`src/rtl/alarm_trigger.sv`:
```
// Alarm ringing controller: time match on the 1 Hz tick, snooze/dismiss handling,
// ring auto-timeout and snooze limit; blink_signal follows the RINGING state.
module alarm_trigger #(
  parameter int RING_TIMEOUT_S = 60,
  parameter int SNOOZE_S       = 300,
  parameter int MAX_SNOOZE     = 3
) (
  input  logic                                clk,
  input  logic                                rst_n,
  input  logic                                tick_1hz,
  input  logic [4:0]                          cur_hour,
  input  logic [5:0]                          cur_min,
  input  logic [5:0]                          cur_sec,
  input  logic [4:0]                          alarm_hour,
  input  logic [5:0]                          alarm_min,
  input  logic                                alarm_enable,
  input  logic                                snooze_btn,
  input  logic                                dismiss_btn,
  output logic                                blink_signal,
  output logic [1:0]                          alarm_state,
  output logic [$clog2(MAX_SNOOZE+1)-1:0]     snooze_count
);

  localparam logic [1:0] IDLE    = 2'b00;
  localparam logic [1:0] RINGING = 2'b01;
  localparam logic [1:0] SNOOZED = 2'b10;

  localparam int TMAX = (RING_TIMEOUT_S > SNOOZE_S) ? RING_TIMEOUT_S : SNOOZE_S;
  localparam int TW   = $clog2(TMAX + 1);
  localparam int CW   = $clog2(MAX_SNOOZE + 1);

  localparam logic [TW-1:0] RING_LAST  = TW'(RING_TIMEOUT_S - 1);
  localparam logic [TW-1:0] SNZ_LOAD   = TW'(SNOOZE_S);
  localparam logic [TW-1:0] SNZ_LAST   = TW'(1);
  localparam logic [CW-1:0] SNZ_LIMIT  = CW'(MAX_SNOOZE);

  logic [TW-1:0] ring_timer;
  logic [TW-1:0] snooze_timer;
  logic          snooze_prev;
  logic          dismiss_prev;

  logic [1:0]    state_nxt;
  logic [TW-1:0] ring_nxt;
  logic [TW-1:0] snz_nxt;
  logic [CW-1:0] cnt_nxt;

  logic snooze_press;
  logic dismiss_press;
  logic time_match;

  assign snooze_press  = snooze_btn & ~snooze_prev;
  assign dismiss_press = dismiss_btn & ~dismiss_prev;
  assign time_match    = (cur_hour == alarm_hour) && (cur_min == alarm_min) &&
                         (cur_sec == 6'd0);

  always_comb begin
    state_nxt = alarm_state;
    ring_nxt  = ring_timer;
    snz_nxt   = snooze_timer;
    cnt_nxt   = snooze_count;
    case (alarm_state)
      IDLE: begin
        if (tick_1hz && alarm_enable && time_match) begin
          state_nxt = RINGING;
          ring_nxt  = '0;
        end
      end
      RINGING: begin
        if (!alarm_enable || dismiss_press) begin
          state_nxt = IDLE;
          cnt_nxt   = '0;
        end else if (snooze_press && (snooze_count < SNZ_LIMIT)) begin
          state_nxt = SNOOZED;
          snz_nxt   = SNZ_LOAD;
          cnt_nxt   = snooze_count + CW'(1);
        end else if (tick_1hz) begin
          // A snooze press at the limit falls through so the timeout keeps running
          if (ring_timer == RING_LAST) begin
            state_nxt = IDLE;
            cnt_nxt   = '0;
          end else begin
            ring_nxt = ring_timer + TW'(1);
          end
        end
      end
      SNOOZED: begin
        if (!alarm_enable || dismiss_press) begin
          state_nxt = IDLE;
          cnt_nxt   = '0;
        end else if (tick_1hz) begin
          if (snooze_timer == SNZ_LAST) begin
            state_nxt = RINGING;
            ring_nxt  = '0;
          end else begin
            snz_nxt = snooze_timer - TW'(1);
          end
        end
      end
      default: begin
        state_nxt = IDLE;
        cnt_nxt   = '0;
      end
    endcase
  end

  // Button history resets high so a button held through reset is not a press
  always_ff @(posedge clk or negedge rst_n) begin
    if (!rst_n) begin
      alarm_state  <= IDLE;
      blink_signal <= 1'b0;
      snooze_count <= '0;
      ring_timer   <= '0;
      snooze_timer <= '0;
      snooze_prev  <= 1'b1;
      dismiss_prev <= 1'b1;
    end else begin
      alarm_state  <= state_nxt;
      blink_signal <= (state_nxt == RINGING);
      snooze_count <= cnt_nxt;
      ring_timer   <= ring_nxt;
      snooze_timer <= snz_nxt;
      snooze_prev  <= snooze_btn;
      dismiss_prev <= dismiss_btn;
    end
  end

endmodule
```
`config.mk`:
```
export PLATFORM = sky130hd
export DESIGN_NAME = alarm_trigger
export DESIGN_NICKNAME = d
export VERILOG_FILES = /design/src/rtl/alarm_trigger.sv
export SDC_FILE = /design/constraint.sdc
export NUM_CORES = 1
export LEC_CHECK = 0
export ABC_CLOCK_PERIOD_IN_PS = 3200
export BUFFER_PORTS_ARGS = -buffer_cell sky130_fd_sc_hd__buf_2
export CORE_ASPECT_RATIO = 1.4
export CORE_MARGIN = 3
export CORE_UTILIZATION = 45
export DETAILED_ROUTE_END_ITERATION = 12
export PLACE_DENSITY = 0.67
export REMOVE_ABC_BUFFERS = 1
export SYNTH_ARGS = -nofsm -noshare
export SYNTH_HDL_FRONTEND = slang
export SYNTH_SLANG_ARGS = --single-unit
```
`constraint.sdc`:
```
create_clock -name clk -period 3.2 [get_ports clk]
set_input_delay 0.16 -clock clk [delete_from_list [all_inputs] [get_ports clk]]
set_output_delay 0.16 -clock clk [all_outputs]
set_load 0.005 [all_outputs]
```
==> impl_metrics.csv <==
group,metric,value,unit
yosys,synth_top_area_share,0.377,
hold_path,min_path_type,"in -> reg",
yosys,ys_async_sr_fraction,1.00,
floorplanning,core_area,0.00318,mm^2
floorplanning,initial_utilization,0.479,
clocking,clk_path_buf_depth,2,
timing,timing.hold.ws,0.0124,ns
timing,final_hold_viol_count,0,
run,maxCapViolCount,0,
place,dp.final_hpwl,2.81,mm
clocking,cts_resized,0,
timing,fin_crit_sh,0.738,
timing,tightest_slew,0.674,ns
yosys,synth.area.top_cells,"dfrtp_1 38%, xor2_1 9.2%, dfstp_2 3.4%, nand2_1 3.4%, ha_1 3.3%",
cells_and_area,n_fill_cell,308,
timing,relSlewSlack,0.547,
grt,grt_max_degree,26,
timing,max_freq,424,MHz
detailed_routing,wire_per_inst,14.6,um
detailed_routing,drtIter0Drc,43,
cells_and_area,diodes,0,
timing,grt_setup_unrepaired,"false",
clocking,htreeDepth,1,
place,port_buffers,38,
grt,grt-ovfl-total,0,
clocking,numCtsBuffers,3,
setup_path,critPathKind,"reg -> reg",
pwr,p_leak,0.854,nW
cells_and_area,drive_above_1_share,0.286,
setup_path,start_kind,"register",
detailed_routing,ant_nets,0,
floorplanning,ios,39,
yosys,synth_common_cells,"23 x dfrtp_1, 16 x xor2_1, 14 x nand2_1",
grt,grt_pass1_wl,5.72,mm
pwr,max-vdd-ir-drop,215,uV
timing,fin_setup_tns,0,ns
cells_and_area,areaGrowthSynthToFinish,17.8,%
setup_path,crit_arrival,2.55,ns
outcome,status,"complete, no violations",
yosys,synth.distinct_cells,44,
yosys,ys_warn_count,0,
floorplanning,rows,24,
floorplanning,die_h,74.9,um
yosys,synth_edf_count,0,
setup_path,path_max_fanout,6,
yosys,syn_area,0.00153,mm^2
detailed_routing,via_count,1356,
detailed_routing,routed_via_density,5.70,
clocking,cts_tree,"built",
setup_path,crit_path_end_kind,"register",
setup_path,crit_required,3.39,ns
clocking,clk_latency,0.26,ns
yosys,synth_cells,159,
yosys,ys_ff_latch,25,
yosys,synth_ff_type,"dfrtp_1",
clocking,cts-root-buf,"clkbuf_8",
clocking,cts_sinks,25,
detailed_routing,drt-total-wl,3.48,mm
yosys,post_synth.cell_area_avg,9.59,um^2
yosys,ys_seq_area_frac,0.412,
grt,grt_pass1_vias,1351,
detailed_routing,post-route-drc-count,0,
timing,period_minus_slack,2.36,ns
pwr,power_density,335,mW/mm^2
cells_and_area,nNetsFinal,238,
clocking,clkTransAtPathRegs,0.08,ns
place,gp_congestion,0.803,
timing,fin_skew,0.00291,ns
floorplanning,die_area,0.00413,mm^2
timing,finalSetupViolCount,0,
detailed_routing,drt-pass1-iter-count,4,
floorplanning,chipWidth,55.2,um
grt,antenna_found_initial,0,
timing,slew_viol_final,0,
yosys,yosysTopAreaCell,"dfrtp_1",
yosys,yosysMostFrequentCell,"dfrtp_1",
grt,grt_use_total,0.174,
-- cell type report --
type,count,area [um^2],area share
multi-input cells,128,857,0.477
flip-flops and latches,25,628,0.350
repair buffers,40,210,0.117
well taps,39,48.8,0.0272
clock buffers,4,45.0,0.0251
inverters,2,7.51,0.00418
-- worst max-delay path, stage by stage, from the launching register on --
cell and delay [ns]:
dfrtp_1 0.42, ha_1 0.21, or3b_2 0.48, or4b_1 0.65, a211oi_1 0.31, a21oi_1 0.07, o21ai_0 0.15
-- cells in the final DEF (no fill, tap or decap), types with 2 or more instances in the layout --
| cell | n |
|---|---|
| or2_2 | 2 |
| nor2_1 | 10 |
| dfrtp_1 | 23 |
| or4_1 | 3 |
| dfstp_2 | 2 |
| nor2b_1 | 2 |
| nand2b_1 | 4 |
| nor3b_1 | 2 |
| nand4_1 | 4 |
| a31oi_1 | 2 |
| dlygate4sd3_1 | 2 |
| nand2_1 | 14 |
| a211o_1 | 4 |
| xor2_1 | 16 |
| buf_2 | 38 |
| clkbuf_8 | 3 |
| o21ai_0 | 6 |
| and3_1 | 3 |
| nor4_1 | 3 |
| nor3_1 | 9 |
| a21o_2 | 3 |
| nand3_1 | 9 |
| a21oi_1 | 6 |
| ha_1 | 4 |
| inv_1 | 2 |
| o31ai_1 | 2 |
| or3_1 | 2 |
-- report_power, final --
part	switching, mW	total, mW	internal [mW]
Sequential	0.00977	0.335	0.325
Combinational	0.0433	0.0829	0.0396
Clock	0.0948	0.184	0.0889
Total	0.148	0.602	0.454
-- stage by stage --
| stage | util | cells | total power, mW | instance area [um^2] | setup slack, ns |
|---|---|---|---|---|---|
| 2_1_floorplan | - | 155 | 0.382 | 1490 | 1.05 |
| 3_3_place_gp | 0.544 | 232 | 0.419 | 1730 | 0.994 |
| 3_5_place_dp | 0.544 | 232 | 0.422 | 1730 | 0.885 |
| 4_1_cts | 0.564 | 238 | 0.608 | 1800 | 0.845 |
| 5_1_grt | 0.564 | 238 | 0.632 | 1800 | 0.727 |
| 6_report | 0.564 | 238 | 0.602 | 1800 | 0.840 |
-- path summary, 6_finish.rpt --
| check | startpoint | endpoint | slack, ns | depth (start not counted) |
|---|---|---|---|---|
| setup / recovery | snooze_count[0] | snooze_timer[0] | 0.84 | 6 |
| hold / removal | dismiss_btn | dismiss_prev | 0.01 | 1 |
| setup reg to reg | snooze_count[0] | snooze_timer[0] | 0.84 | 6 |
| hold reg to reg | snooze_timer[8] | snooze_timer[8] | 0.52 | 2 |
| max in group asynchronous | rst_n | snooze_prev | 2.41 | 2 |
| min in group asynchronous | rst_n | snooze_timer[8] | 0.41 | 2 |
-- registers in the layout (all words and copies together) (netlist names) --
name	count
alarm_state	2
blink_signal	1
dismiss_prev	1
ring_timer	9
snooze_count	2
snooze_prev	1
snooze_timer	9
-- logic make-up (layout without fill, tap and decap cells) --
logic type / Yosys count / after routing / share of synthesized area
AO/OA/AOI/OAI: 29 / 29 / 0.130
flip-flops: 25 / 25 / 0.412
buffers and inverters: 6 / 46 / 0.0263
adder cells (fa/ha/maj): 4 / 4 / 0.0328
AND/OR/NAND/NOR: 78 / 78 / 0.299
multiplexers: 1 / 1 / 0.00738
XOR/XNOR: 16 / 16 / 0.0919
-- per-layer routing --
metal | wire [um] | GRT usage | vias up
li1 | - | - | 667
met4 | 80 | 0.0892 | 0
met3 | 79 | 0.0292 | 10
met2 | 2020 | 0.347 | 30
met1 | 1300 | 0.171 | 649
met5 | 0 | 0 | -
-- repair_timing --
action,in CTS,in global routing
buffers inserted,0,0
endpoints found under the hold margin,24,0
hold buffers,2,0
(Power assumes the default switching activity.)
